===== src/rtl/mips_ctrl_pkg.sv =====
// Shared encodings for the multicycle MIPS controller: opcodes, state codes,
// ALU/mux select constants and the control-word layout.
package mips_ctrl_pkg;

    localparam logic [5:0] OP_RTYPE = 6'b000000;
    localparam logic [5:0] OP_LW    = 6'b100011;
    localparam logic [5:0] OP_SW    = 6'b101011;
    localparam logic [5:0] OP_BEQ   = 6'b000100;
    localparam logic [5:0] OP_J     = 6'b000010;
    localparam logic [5:0] OP_ADDI  = 6'b001000;

    typedef enum logic [3:0] {
        S_FETCH   = 4'd0,
        S_DECODE  = 4'd1,
        S_MEMADR  = 4'd2,
        S_MEMRD   = 4'd3,
        S_MEMWB   = 4'd4,
        S_MEMWR   = 4'd5,
        S_RTYPEEX = 4'd6,
        S_RTYPEWB = 4'd7,
        S_BEQEX   = 4'd8,
        S_JEX     = 4'd9,
        S_ADDIEX  = 4'd10,
        S_ADDIWB  = 4'd11
    } state_t;

    localparam logic [1:0] ALUOP_ADD   = 2'b00;
    localparam logic [1:0] ALUOP_SUB   = 2'b01;
    localparam logic [1:0] ALUOP_FUNCT = 2'b10;

    localparam logic [1:0] SRCB_B      = 2'b00;
    localparam logic [1:0] SRCB_FOUR   = 2'b01;
    localparam logic [1:0] SRCB_IMM    = 2'b10;
    localparam logic [1:0] SRCB_IMM_SH = 2'b11;

    localparam logic [1:0] PCSRC_ALU    = 2'b00;
    localparam logic [1:0] PCSRC_ALUOUT = 2'b01;
    localparam logic [1:0] PCSRC_JUMP   = 2'b10;

    typedef struct packed {
        logic       pc_write;
        logic       pc_write_cond;
        logic       iord;
        logic       mem_read;
        logic       mem_write;
        logic       ir_write;
        logic       mem_to_reg;
        logic       reg_dst;
        logic       reg_write;
        logic       alu_src_a;
        logic [1:0] alu_src_b;
        logic [1:0] aluop;
        logic [1:0] pc_source;
        logic       illegal_op;
        logic       instr_done;
    } ctrl_t;

    // ADDI only decodes when the optional immediate-add path is built in.
    function automatic logic op_supported(input logic [5:0] op);
        logic ok;
        ok = (op == OP_LW) || (op == OP_SW) || (op == OP_RTYPE) ||
             (op == OP_BEQ) || (op == OP_J);
`ifdef MIPS_MC_ADDI_EN
        ok = ok || (op == OP_ADDI);
`endif
        return ok;
    endfunction

endpackage


===== src/rtl/mips_ctrl_outdec.sv =====
// State-to-control-word decode for the multicycle MIPS controller.
// ADDIEX/ADDIWB decode only when MIPS_MC_ADDI_EN is defined.
module mips_ctrl_outdec
    import mips_ctrl_pkg::*;
(
    input  logic [3:0] state,
    input  logic       mem_ready,
    input  logic       op_ok,
    output ctrl_t      ctrl
);

    always_comb begin
        ctrl = '0;
        case (state)
            S_FETCH: begin
                ctrl.mem_read  = 1'b1;
                ctrl.alu_src_b = SRCB_FOUR;
                ctrl.aluop     = ALUOP_ADD;
                ctrl.pc_source = PCSRC_ALU;
                ctrl.ir_write  = mem_ready;
                ctrl.pc_write  = mem_ready;
            end
            S_DECODE: begin
                ctrl.alu_src_b  = SRCB_IMM_SH;
                ctrl.aluop      = ALUOP_ADD;
                ctrl.illegal_op = ~op_ok;
            end
            S_MEMADR: begin
                ctrl.alu_src_a = 1'b1;
                ctrl.alu_src_b = SRCB_IMM;
                ctrl.aluop     = ALUOP_ADD;
            end
            S_MEMRD: begin
                ctrl.iord     = 1'b1;
                ctrl.mem_read = 1'b1;
            end
            S_MEMWB: begin
                ctrl.mem_to_reg = 1'b1;
                ctrl.reg_write  = 1'b1;
                ctrl.instr_done = 1'b1;
            end
            // Strobes stay up through the whole wait; completion is flagged on the ready cycle.
            S_MEMWR: begin
                ctrl.iord       = 1'b1;
                ctrl.mem_write  = 1'b1;
                ctrl.instr_done = mem_ready;
            end
            S_RTYPEEX: begin
                ctrl.alu_src_a = 1'b1;
                ctrl.alu_src_b = SRCB_B;
                ctrl.aluop     = ALUOP_FUNCT;
            end
            S_RTYPEWB: begin
                ctrl.reg_dst    = 1'b1;
                ctrl.reg_write  = 1'b1;
                ctrl.instr_done = 1'b1;
            end
            S_BEQEX: begin
                ctrl.alu_src_a     = 1'b1;
                ctrl.aluop         = ALUOP_SUB;
                ctrl.pc_source     = PCSRC_ALUOUT;
                ctrl.pc_write_cond = 1'b1;
                ctrl.instr_done    = 1'b1;
            end
            S_JEX: begin
                ctrl.pc_source  = PCSRC_JUMP;
                ctrl.pc_write   = 1'b1;
                ctrl.instr_done = 1'b1;
            end
`ifdef MIPS_MC_ADDI_EN
            S_ADDIEX: begin
                ctrl.alu_src_a = 1'b1;
                ctrl.alu_src_b = SRCB_IMM;
                ctrl.aluop     = ALUOP_ADD;
            end
            S_ADDIWB: begin
                ctrl.reg_write  = 1'b1;
                ctrl.instr_done = 1'b1;
            end
`endif
            default: ctrl = '0;
        endcase
    end

endmodule


===== src/rtl/mips_multicycle_ctrl.sv =====
// Moore sequencer for the multicycle MIPS datapath. Define MIPS_MC_ADDI_EN to
// add the ADDIEX/ADDIWB immediate-add path; otherwise opcode 001000 is illegal.
module mips_multicycle_ctrl
    import mips_ctrl_pkg::*;
(
    input  logic       clk,
    input  logic       reset,
    input  logic [5:0] opcode,
    input  logic       mem_ready,
    output logic       pc_write,
    output logic       pc_write_cond,
    output logic       iord,
    output logic       mem_read,
    output logic       mem_write,
    output logic       ir_write,
    output logic       mem_to_reg,
    output logic       reg_dst,
    output logic       reg_write,
    output logic       alu_src_a,
    output logic [1:0] alu_src_b,
    output logic [1:0] aluop,
    output logic [1:0] pc_source,
    output logic       illegal_op,
    output logic       instr_done,
    output logic [3:0] state
);

    logic [3:0] state_q;
    logic [3:0] state_d;
    logic       op_ok;
    ctrl_t      ctrl_raw;
    ctrl_t      ctrl_out;

    assign op_ok = op_supported(opcode);

    always_comb begin
        state_d = S_FETCH;
        case (state_q)
            S_FETCH:  state_d = mem_ready ? S_DECODE : S_FETCH;
            S_DECODE: begin
                if ((opcode == OP_LW) || (opcode == OP_SW)) state_d = S_MEMADR;
                else if (opcode == OP_RTYPE)                state_d = S_RTYPEEX;
                else if (opcode == OP_BEQ)                  state_d = S_BEQEX;
                else if (opcode == OP_J)                    state_d = S_JEX;
`ifdef MIPS_MC_ADDI_EN
                else if (opcode == OP_ADDI)                 state_d = S_ADDIEX;
`endif
                else                                        state_d = S_FETCH;
            end
            S_MEMADR:  state_d = (opcode == OP_SW) ? S_MEMWR : S_MEMRD;
            S_MEMRD:   state_d = mem_ready ? S_MEMWB : S_MEMRD;
            S_MEMWB:   state_d = S_FETCH;
            S_MEMWR:   state_d = mem_ready ? S_FETCH : S_MEMWR;
            S_RTYPEEX: state_d = S_RTYPEWB;
            S_RTYPEWB: state_d = S_FETCH;
            S_BEQEX:   state_d = S_FETCH;
            S_JEX:     state_d = S_FETCH;
`ifdef MIPS_MC_ADDI_EN
            S_ADDIEX:  state_d = S_ADDIWB;
            S_ADDIWB:  state_d = S_FETCH;
`endif
            default:   state_d = S_FETCH;
        endcase
    end

    always_ff @(posedge clk or posedge reset) begin
        if (reset) state_q <= S_FETCH;
        else       state_q <= state_d;
    end

    mips_ctrl_outdec u_outdec (
        .state     (state_q),
        .mem_ready (mem_ready),
        .op_ok     (op_ok),
        .ctrl      (ctrl_raw)
    );

    // Reset masks the decode combinationally so no strobe survives an abort.
    assign ctrl_out = reset ? '0 : ctrl_raw;

    assign pc_write      = ctrl_out.pc_write;
    assign pc_write_cond = ctrl_out.pc_write_cond;
    assign iord          = ctrl_out.iord;
    assign mem_read      = ctrl_out.mem_read;
    assign mem_write     = ctrl_out.mem_write;
    assign ir_write      = ctrl_out.ir_write;
    assign mem_to_reg    = ctrl_out.mem_to_reg;
    assign reg_dst       = ctrl_out.reg_dst;
    assign reg_write     = ctrl_out.reg_write;
    assign alu_src_a     = ctrl_out.alu_src_a;
    assign alu_src_b     = ctrl_out.alu_src_b;
    assign aluop         = ctrl_out.aluop;
    assign pc_source     = ctrl_out.pc_source;
    assign illegal_op    = ctrl_out.illegal_op;
    assign instr_done    = ctrl_out.instr_done;
    assign state         = state_q;

endmodule


===== config.mk =====
export PLATFORM = sky130hd
export DESIGN_NAME = mips_multicycle_ctrl
export DESIGN_NICKNAME = d
export VERILOG_FILES = /design/src/rtl/mips_ctrl_pkg.sv /design/src/rtl/mips_ctrl_outdec.sv /design/src/rtl/mips_multicycle_ctrl.sv
export SDC_FILE = /design/constraint.sdc
export NUM_CORES = 1
export LEC_CHECK = 0
export BUFFER_PORTS_ARGS = -buffer_cell sky130_fd_sc_hd__buf_4
export CAP_MARGIN = 15
export CORE_AREA = 2 2 39 41
export CTS_CLUSTER_SIZE = 25
export DETAILED_ROUTE_END_ITERATION = 6
export DIE_AREA = 0 0 41 43
export GPL_TIMING_DRIVEN = 0
export PLACE_DENSITY = 0.84
export RECOVER_POWER = 50
export REMOVE_ABC_BUFFERS = 1
export SYNTH_ARGS = -nofsm -noshare
export SYNTH_HDL_FRONTEND = slang
export SYNTH_SLANG_ARGS = --single-unit

===== constraint.sdc =====
create_clock -name clk -period 3.25 [get_ports clk]
set_clock_uncertainty 0.2 [all_clocks]
set_input_delay 0.65 -clock clk [delete_from_list [all_inputs] [get_ports clk]]
set_output_delay 0.65 -clock clk [all_outputs]
set_load 0.005 [all_outputs]

==> results of run 1 <==
## layout by cell type, fill, tap and decap left out
master,synthesis,final
o221ai_1,1,1
nand2_1,5,5
nand3_1,2,2
a211oi_1,1,1
nor2_1,12,12
o311a_2,1,1
nand3b_1,3,3
nor3_1,6,6
nor3b_1,1,1
dfrtp_1,4,4
nor4_1,2,3
xnor2_1,1,1
or3_1,2,2
or4b_1,2,2
or3b_2,1,1
o21ai_0,3,3
o211a_1,1,1
nand2b_1,5,5
a21oi_1,5,5
a21o_1,1,1
mux2i_1,1,1
o21a_1,1,1
inv_1,1,1
clkbuf_4,0,9
clkbuf_1,1,1
nor4b_1,1,1
or3_4,1,1
buf_4,1,23
nand4b_1,1,1
a2111oi_0,1,1
## worst max path at each step
stage               slack, ps  cells past startpoint      start         end
floorplan                 860                      3  opcode[0]  illegal_op
global placement          590                      5  opcode[0]  illegal_op
detailed placement        580                      5  opcode[0]  illegal_op
CTS                       560                      5  opcode[0]  illegal_op
global route              500                      3   state[1]   alu_src_a
finish                    560                      5  opcode[0]  illegal_op
## logic make-up (layout without fill, tap and decap cells)
group | count (synthesis) | count (layout) | share of synthesized area (%)
compound gates | 15 | 15 | 19.57
xor+xnor | 1 | 1 | 1.691
mux | 1 | 1 | 1.932
buf+inv | 8 | 34 | 7.245
simple gates | 45 | 45 | 50.24
flops | 4 | 4 | 19.32
## synthesized netlist by cell type, types with 2 or more instances
cell,n
o21ai_0,3
nor4_1,2
buf_2,3
nor3_1,6
nand3_1,2
a21oi_1,5
or4b_1,2
dfrtp_1,4
nand3b_1,3
nand2b_1,5
nor2_1,12
buf_1,2
nand2_1,5
or3_1,2
## layer usage
| metal | up-vias | GRT usage (%) |
|---|---|---|
| met5 | - | 0 |
| li1 | 323 | - |
| met3 | 5 | 5.236 |
| met4 | 0 | 8.667 |
| met2 | 18 | 30.63 |
| met1 | 292 | 19.42 |
## power groups by stage
| stage | Clock (W) | Sequential [W] | Combinational, W |
|---|---|---|---|
| 5_1_grt | 0.0000706 | 0.000143 | 0.000272 |
| 2_1_floorplan | 0 | 0.000121 | 0.000139 |
| 4_1_cts | 0.0000666 | 0.000134 | 0.000251 |
| 6_report | 0.0000658 | 0.000134 | 0.000246 |
| 3_5_place_dp | 0 | 0.000135 | 0.000250 |
| 3_3_place_gp | 0 | 0.000133 | 0.000243 |
## final cells by class
| class | instances | area [µm²] |
|---|---|---|
| timing repair buffer | 30 | 221.5 |
| clock buffer | 3 | 22.52 |
| tap | 16 | 20.02 |
| fill | 160 | 641.9 |
| multi-input combinational | 62 | 374.1 |
| inverter | 1 | 3.754 |
| sequential | 4 | 100.1 |
## stage by stage
step	power, W	hold slack, ps	std cells	util (%)	worst slack, ps
3_5_place_dp	0.0003843	404.5	113	52.71	579.5
5_1_grt	0.0004856	187.8	116	53.62	503.3
6_report	0.0004456	162.9	116	53.62	560.2
2_1_floorplan	0.0002600	232.6	67	-	859.6
3_3_place_gp	0.0003758	392.6	113	52.71	588.4
4_1_cts	0.0004520	139.9	116	54.34	560.8
==> impl_results.md, run 1 <==
* Status: finished, final reports clean
* Final setup fails at 0
* R2r startpoint: state[0]
* Final Hold Fails at 0
* Max FFs per register at 4
* Hold_buf cts at 0
* Synth warn at 0
* Max incr delay on CP at 390 ps
* Sequential element share of the synthesized area at 19.32%
* Port bufs at 30
* Synth area leader: dfrtp_1
* Worst min path class: primary input to asynchronous set/reset pin
* Maximum Capacitance Violations at 0
* Total GRT Usage at 18.21%
* Top post-synthesis cells by area: dfrtp_1 (19%), nor2_1 (8.7%), nand2b_1 (6.0%)
* Static leakage at 0.3363 nW
* R2R setup slack at 1140 ps
* Number of flops mapped to enable cells by yosys at 0
* Syn_area_per_cell at 7.000 µm²
* Starting Density at 37.43%
* Top_reg_cell synth: dfrtp_1
* Area Overhead vs Synth at 43.24%
* CP max FO at 4
* Slew @ Worst Pin at 577.7 ps
* Root buffer cell: clkbuf_4
* Final antenna-violating net count at 0
* Clk pwr share at 14.8%
* Design Area, Final at 742.0 µm²
* Wire per inst at 12.45 µm
* Crit end category: primary output
* Placed inst area at 729.5 µm²
* Sw Share at 45.55%
* Critical Path, Cell by Cell: buf_4, or3_4, o21a_1, o311a_2, buf_4
* Dpl hpwl at 1.055 mm
* Yosys cell types at 32
* Clock sink count at 4
* Die X at 41 µm
* Largest net degree at the start of global routing at 22
* First-pass iteration count of the detailed router at 4
* Ant. Diodes at 0
* Slew HR at 61.49%
* CP arrival at 1840 ps
* Type of origin of the critical path: primary input
* Fin. max-slew vios at 0
* Number of global-route vias before repair at 544
* Int Power at 0.0002426 W
* Post-synthesis cell count at 74
* Final Critical Period at 2690 ps
* Die footprint at 1763 µm²
* Global-route wire length before repair at 2.214 mm
* Synthesized cell area at 518.0 µm²
* Sw Pwr at 0.0002030 W
* Max H-tree Level at 1
* TritonCTS buffer count at 3
* Fmax at 371.8 MHz
* DR WL met2 at 794 µm
* Yosys top cell area share at 19.32%
* Routed vias/inst at 5.500
* Critical-path top delay cell: or3_4
* PD cells at 600.6 nW/µm²
* Critical Path Most Common Cell: buf_4
* Critical path's top delay family: compound AO/OA/AOI/OAI gates
* Drt initial violations at 7
* Routed Wire Length at 1.444 mm
* Vias at 638
* Worst reg2reg path depth at 4
* Max layer used: met4
* FFs w/ async S/R, synth at 100.0%
* Flops & latches, synth at 4
* Nets at 111
* DIE HEIGHT at 43 µm
* CTS tree: yes
* GPL Wtd Cong at 0.8149
* Critical path buffers and inverters at 2
* Sequential group share of total power at 30.1%
* Setup tns final at 0 ps
* Placeable Area at 1384 µm²
* Reg clk slew, reported paths at 40 ps
* Share of layout cells above drive strength 1 at 35.00%
* Site row count at 14
* Fin crit share at 82.76%
* Critical Path RT at 2400 ps
* Clk buf depth at 2
* Combinational fraction of design power at 55.2%
* Max VDD drop at 319.0 µV
* Total grt overflow at 0
* Worst-skew pair later-pin latency at 250 ps
* WL met1 at 552 µm
* Kind of critical path: primary input to primary output
* DR WL met3 at 69 µm
* RR Endpoint: state[2]
* RSZ-0062 raised after global routing: no
* Top Ports at 31
* DRC at 0
* Post-CTS Resized at 0
* Antenna violations before repair at 0
* Post-CTS Setup Inserts at 0
Power figures use the tool's default switching activity.
==> run 2, diff against run 1 <==
--- a/config.mk
+++ b/config.mk
@@ -5,12 +5,13 @@
 export SDC_FILE = /design/constraint.sdc
 export NUM_CORES = 1
 export LEC_CHECK = 0
+export ABC_AREA = 1
 export BUFFER_PORTS_ARGS = -buffer_cell sky130_fd_sc_hd__buf_4
 export CAP_MARGIN = 15
-export CORE_AREA = 2 2 39 41
+export CORE_MARGIN = 2
+export CORE_UTILIZATION = 38
 export CTS_CLUSTER_SIZE = 25
 export DETAILED_ROUTE_END_ITERATION = 6
-export DIE_AREA = 0 0 41 43
 export GPL_TIMING_DRIVEN = 0
 export PLACE_DENSITY = 0.84
 export RECOVER_POWER = 50
==> constraint.sdc (replaced) <==
create_clock -name clk -period 2.3 [get_ports clk]
set_clock_uncertainty 0.2 [all_clocks]
set_input_delay 0.46 -clock clk [delete_from_list [all_inputs] [get_ports clk]]
set_output_delay 0.46 -clock clk [all_outputs]
set_load 0.005 [all_outputs]
==> run 2 against run 1 <==
Net effect:
- synthesized cell count up 30%
- global-route usage down 0.74 points
- sequential power down 6%
- clock power up 32%
- flip-flop and latch count unchanged
- critical path type is now register to primary output
==> impl_results.md, run 2 <==
* Place WS at 271.1 ps (was 579.5 ps)
* Sequential element share of the synthesized area at 18.39% (was 19.32%)
* Final antenna-violating net count at 0 (unchanged)
* R2r startpoint: state[1] (was state[0])
* Root buffer cell: clkbuf_4 (unchanged)
* Crit end category: primary output (unchanged)
* Clk buf depth at 2 (unchanged)
* Share of layout cells above drive strength 1 at 34.13% (was 35.00%)
* Port bufs at 30 (unchanged)
* Top_reg_cell synth: dfrtp_1 (unchanged)
* PD cells at 674.1 nW/µm² (was 600.6 nW/µm²)
* Total grt overflow at 0 (unchanged)
* Fmax at 477.7 MHz
* Critical-path top delay cell: dfrtp_1 (was or3_4)
* DIE HEIGHT at 41.85 µm (was 43 µm)
* Top-count cell post-synth: nor2_1 (unchanged)
* Yosys cell types at 19 (was 32)
* Nets at 137 (was 111)
* Worst-skew pair later-pin latency at 230 ps (was 250 ps)
* Top cells by instance count after synthesis: nor2_1 (22), nand2_1 (18), inv_1 (12), nand3_1 (12) (was nor2_1 (12), nor3_1 (6), a21oi_1 (5), nand2_1 (5), nand2b_1 (5))
* Clock sink count at 4 (unchanged)
* Critical Path RT at 1640 ps (was 2400 ps)
* Die X at 41.85 µm (was 41 µm)
* Total GRT Usage at 17.47% (was 18.21%)
* Largest net degree at the start of global routing at 12 (was 22)
* Site row count at 13 (was 14)
* Fin. max-slew vios at 0 (unchanged)
* Final worst setup slack at 206.6 ps (was 560.2 ps)
* Final setup fails at 0 (unchanged)
* Top Ports at 31 (unchanged)
* Final Critical Period at 2093 ps
* Maximum Capacitance Violations at 0 (unchanged)
* Top post-synthesis cells by area: dfrtp_1 (18%), nor2_1 (15%), nand2_1 (12%) (was dfrtp_1 (19%), nor2_1 (8.7%), nand2b_1 (6.0%))
* Drt initial violations at 8 (was 7)
* Die footprint at 1751 µm² (was 1763 µm²)
* RSZ-0062 raised after global routing: no (unchanged)
* Kind of critical path: register to primary output (was primary input to primary output)
* Fin crit share at 91.02%
* First-pass iteration count of the detailed router at 4 (unchanged)
* Routed Wire Length at 1.495 mm (was 1.444 mm)
* CP max FO at 7 (was 4)
* Flops & latches, synth at 4 (unchanged)
* Max incr delay on CP at 440 ps (was 390 ps)
* Final Hold Fails at 0 (unchanged)
* Most frequent cells in the layout: nor2_1 (24), buf_4 (24), nand2_1 (18) (was buf_4 (23), nor2_1 (12), clkbuf_4 (9))
* DRC at 0 (unchanged)
* CP arrival at 1430 ps (was 1840 ps)
* CTS tree: yes (unchanged)
* Max VDD drop at 383.0 µV (was 319.0 µV)
* Setup tns final at 0 ps (unchanged)
* Starting Density at 41.31% (was 37.43%)
* Ant. Diodes at 0 (unchanged)
* Yosys top cell area share at 18.39% (was 19.32%)
* Post-CTS Setup Inserts at 0 (unchanged)
* Worst reg2reg path depth at 5 (was 4)
* Number of flops mapped to enable cells by yosys at 0 (unchanged)
* Critical Path, Cell by Cell: inv_1, nor2_1, nand2_1, a21oi_1, buf_4 (was buf_4, or3_4, o21a_1, o311a_2, buf_4)
* FFs w/ async S/R, synth at 100.0% (unchanged)
* Post-synthesis cell count at 96 (was 74)
* Hold_buf cts at 0 (unchanged)
* GPL Wtd Cong at 0.7934 (was 0.8149)
* Static leakage at 0.4740 nW (was 0.3363 nW)
* Post-CTS Resized at 0 (unchanged)
* Placeable Area at 1318 µm² (was 1384 µm²)
* Wire per inst at 10.60 µm (was 12.45 µm)
* Routed vias/inst at 5.064 (was 5.500)
* Number of global-route vias before repair at 636 (was 544)
* Status: finished, final reports clean (unchanged)
* Synth warn at 0 (unchanged)
* Type of origin of the critical path: register (was primary input)
* Max FFs per register at 4 (unchanged)
* Global-route wire length before repair at 2.490 mm (was 2.214 mm)
* Vias at 714 (was 638)
* Synthesized cell area at 544.3 µm² (was 518.0 µm²)
* Hold_ws at 7.352 ps (was 162.9 ps)
* R2R setup slack at 930 ps (was 1140 ps)
* Reg clk slew, reported paths at 40 ps (about the same)
* Synth area leader: dfrtp_1 (unchanged)
* Slew HR at 79.87% (was 61.49%)
* Dpl hpwl at 1.271 mm (was 1.055 mm)
* Area Overhead vs Synth at 43.68% (was 43.24%)
* Syn_area_per_cell at 5.670 µm² (was 7.000 µm²)
* Worst min path class: primary input to asynchronous set/reset pin (unchanged)
* Crit path from: state[0] (was opcode[0])
* Antenna violations before repair at 0 (unchanged)
* Slew @ Worst Pin at 300.9 ps (was 577.7 ps)
* Max H-tree Level at 1 (unchanged)
* TritonCTS buffer count at 3 (unchanged)
==> run 2: area by class of cell <==
type	count	area (µm²)
multi-input combinational	75	362.8
tap	15	18.77
inverter	14	52.55
fill	144	535.5
clock buffer	3	22.52
sequential	4	100.1
timing repair buffer	30	225.2
==> run 2: final timing paths <==
path / endpoint
worst max-delay path: pc_write
worst min-delay path: state[1]
worst max register to register: state[3]
worst min register to register: state[0]
max in group asynchronous: state[2]
min in group clk: state[3]
==> run 2: kinds of logic (layout without fill, tap and decap cells) <==
group | count (synthesis) | count (layout) | synth area share (%)
buf+inv | 17 | 47 | 14.02
compound gates | 5 | 5 | 4.827
flops | 4 | 4 | 18.39
simple gates | 70 | 70 | 62.76
==> run 2: metrics by stage <==
| stage | power [W] | area (µm²) | instances | utilization [%] |
|---|---|---|---|---|
| after floorplan | 0.0003077 | 520.5 | 93 | - |
| after global placement | 0.0004445 | 764.5 | 138 | 58.02 |
| after detailed placement | 0.0004537 | 764.5 | 138 | 58.02 |
| after CTS | 0.0005419 | 787.0 | 141 | 59.73 |
| after global routing | 0.0005722 | 782.0 | 141 | 59.35 |
| final | 0.0005272 | 782.0 | 141 | 59.35 |
==> run 2: routing by layer <==
layer  vias up  GRT usage (%)  wire, µm
met5         -              0         0
met4         0          5.806        29
met3         4          3.478       114
met2        26          33.44       762
met1       319          18.64       588
li1        365              -         -
==> run 2: critical path: cells and delay by family (launching register included) <==
family | cells | cell delay, ps
AOI/OAI and AO/OA | 1 | 170
buffers and inverters | 2 | 210
and+or+nand+nor | 2 | 380
DFF | 1 | 440
==> run 2: where the power goes <==
group	leakage [nW]	switching, W	internal (W)
registers	0.0540	0.0000370	0.0000891
clock network	0.0138	0.0000285	0.0000584
logic	0.406	0.000173	0.000141
==> run 3, diff against run 2 <==
--- a/config.mk
+++ b/config.mk
@@ -5,12 +5,10 @@
 export SDC_FILE = /design/constraint.sdc
 export NUM_CORES = 1
 export LEC_CHECK = 0
-export ABC_AREA = 1
 export BUFFER_PORTS_ARGS = -buffer_cell sky130_fd_sc_hd__buf_4
 export CAP_MARGIN = 15
 export CORE_MARGIN = 2
-export CORE_UTILIZATION = 38
-export CTS_CLUSTER_SIZE = 25
+export CORE_UTILIZATION = 37
 export DETAILED_ROUTE_END_ITERATION = 6
 export GPL_TIMING_DRIVEN = 0
 export PLACE_DENSITY = 0.84
==> run 3 against run 2 <==
Net effect:
- critical path depth unchanged
- routed wire length up 11%
- non-clock buffer count up 6
- global-route usage up 2.4 points
- register-to-register slack worse by 450 ps
- sequential share of layout area up 0.24 points
- combinational power up 37%
- largest power group unchanged
- setup slack worse by 190 ps
- sequential power up 38%
- highest routed layer unchanged
==> impl_results.md, run 3 (synthesized netlist as in run 1, its figures left out) <==
* Status: finished, final reports clean (unchanged)
* Hold_ws at 289.8 ps (was 7.352 ps)
* Share of layout cells above drive strength 1 at 42.45% (was 34.13%)
* Top Ports at 31 (unchanged)
* Total GRT Usage at 19.89% (was 17.47%)
* Slew HR at 64.88% (was 79.87%)
* Static leakage at 0.3698 nW (was 0.4740 nW)
* Worst min path class: primary input to register (was primary input to asynchronous set/reset pin)
* Antenna violations before repair at 0 (unchanged)
* Crit end category: primary output (unchanged)
* Critical Path RT at 1640 ps (about the same)
* Sequential Area at 106.4 µm² (was 100.1 µm²)
* Number of global-route vias before repair at 624 (was 636)
* DIE HEIGHT at 41.42 µm (was 41.85 µm)
* Drt initial violations at 11 (was 8)
* Placed inst area at 728.2 µm² (was 764.5 µm²)
* Maximum Capacitance Violations at 0 (unchanged)
* Critical-path top delay cell: or3_4 (was dfrtp_1)
* Global-route wire length before repair at 2.753 mm (was 2.490 mm)
* Routed vias/inst at 5.760 (was 5.064)
* Largest net degree at the start of global routing at 22 (was 12)
* PD cells at 849.0 nW/µm² (was 674.1 nW/µm²)
* RR Endpoint: state[2] (was state[3])
* Fin. max-slew vios at 0 (unchanged)
* Die X at 41.42 µm (was 41.85 µm)
* Type of origin of the critical path: primary input (was register)
* Reg clk slew, reported paths at 30 ps (was 40 ps)
* Fill count at 128 (was 144)
* CP arrival at 1620 ps (was 1430 ps)
* TritonCTS buffer count at 3 (unchanged)
* Design Area, Final at 815.8 µm² (was 782.0 µm²)
* Routed Wire Length at 1.665 mm (was 1.495 mm)
* Final setup fails at 0 (unchanged)
* Commonest non-fill, non-tap cell in the layout: buf_4
* Gr busiest metal: met2 (unchanged)
* Final Critical Period at 2280 ps (was 2093 ps)
* Max incr delay on CP at 400 ps (was 440 ps)
* Final antenna-violating net count at 0 (unchanged)
* DRC at 0 (unchanged)
* Slew @ Worst Pin at 513.5 ps (was 300.9 ps)
* Site row count at 13 (unchanged)
* Worst-skew pair later-pin latency at 240 ps (was 230 ps)
* Max H-tree Level at 1 (unchanged)
* First-pass iteration count of the detailed router at 4 (unchanged)
* Worst hold endpoint: state[0]
* GRT met2 Usage at 36.56% (was 33.44%)
* Port bufs at 30 (unchanged)
* Die footprint at 1715 µm² (was 1751 µm²)
* Area Overhead vs Synth at 57.49% (was 43.68%)
* Clock sink count at 4 (unchanged)
* GPL Wtd Cong at 0.7624 (was 0.7934)
* Max VDD drop at 670.5 µV (was 383.0 µV)
* Max FFs per register at 4 (unchanged)
* R2r startpoint: state[0] (was state[1])
* Clk buf depth at 2 (unchanged)
* Worst hold stages at 2
* Critical path buffers and inverters at 2 (unchanged)
* Kind of critical path: primary input to primary output (was register to primary output)
* Vias at 697 (was 714)
* Final Hold Fails at 0 (unchanged)
* GRT met3 Usage at 5.652% (was 3.478%)
* Fin crit share at 99.13% (was 91.02%)
* Nets at 117 (was 137)
* Crit path from: opcode[5] (was state[0])
* Worst Hold Launch: opcode[1]
* Total grt overflow at 0 (unchanged)
* Starting Density at 39.81% (was 41.31%)
* Dpl hpwl at 1.043 mm (was 1.271 mm)
* Critical path's top delay family: compound AO/OA/AOI/OAI gates (was flip-flops)
* CP max FO at 4 (was 7)
* Wire per inst at 13.76 µm (was 10.60 µm)
* Met1 usage at 21.81% (was 18.64%)
* Critical Path, Cell by Cell: buf_4, or3_4, o21a_1, o311a_4, buf_6 (was inv_1, nor2_1, nand2_1, a21oi_1, buf_4)
* Ant. Diodes at 0 (unchanged)
* Root buffer cell: clkbuf_4 (unchanged)
* Multi-input gate area at 391.6 µm² (was 362.8 µm²)
* Worst reg2reg path depth at 4 (was 5)
* Most frequent cells in the layout: buf_4 (32), nor2_1 (11), nor3_1 (6) (was nor2_1 (24), buf_4 (24), nand2_1 (18))
* Fmax at 438.6 MHz (was 477.7 MHz)
* Placeable Area at 1301 µm² (was 1318 µm²)
* CTS tree: yes (unchanged)
* R2R setup slack at 480 ps (was 930 ps)
## run 3: changes by cell type in the layout (fill, tap and decap cells not counted), moves of 4 or more
cell / change
clkbuf_4: -5
nand4_1: -4
nand2b_1: +5
inv_1: -11
nand2_1: -13
nand3_1: -10
nor2_1: -13
buf_4: +8
## run 3: worst max path at each step
stage	slack, ps	depth (start not counted)	to
after detailed placement	4	5	illegal_op
after global routing	-0.7	5	illegal_op
after global placement	6	5	illegal_op
after floorplan	290	3	illegal_op
final	20	5	illegal_op
after CTS	4	5	illegal_op
## run 3: where the power goes
group          switching (W)  internal (W)   total, W
clock              0.0000302     0.0000585  0.0000886
combinational       0.000198      0.000232   0.000430
sequential         0.0000748     0.0000994   0.000174
total               0.000303      0.000390   0.000693
## run 3: what timing repair did
item	CTS	global route
hold buffers	1	0
setup endpoints to repair	4	3
gates resized for setup	5	4
buffers inserted	1	4
endpoints found under the hold margin	4	0
pin swaps	0	2
## run 3: metrics by stage
step	TNS, ps	setup slack [ps]	util, %	cells	total power, W
6_report	0	19.97	62.69	121	0.0006926
5_1_grt	-0.7023	-0.7023	62.69	121	0.0007562
4_1_cts	0	4.383	59.81	117	0.0006527
3_5_place_dp	0	3.685	55.96	112	0.0005426
3_3_place_gp	0	5.765	55.96	112	0.0005351
2_1_floorplan	0	289.6	-	67	0.0003674
## run 3: routing by layer
| layer | up-vias | part of all wire [%] |
|---|---|---|
| met3 | 2 | 6.7 |
| li1 | 339 | - |
| met1 | 331 | 39 |
| met2 | 25 | 54 |
| met4 | 0 | 0.42 |
| met5 | - | 0 |
## run 3: final cells by class
cell class,count,area share (%)
Clock buffer,3,2.761
Multi-Input combinational cell,62,48.01
Tap cell,15,2.301
Inverter,1,0.4601
Timing Repair Buffer,36,33.44
Sequential cell,4,13.04
## run 3: worst reg2reg max path, delay by kind of cell (launching register included)
kind | cells | cell delay, ps
DFF | 1 | 530
and+or+nand+nor | 4 | 1030
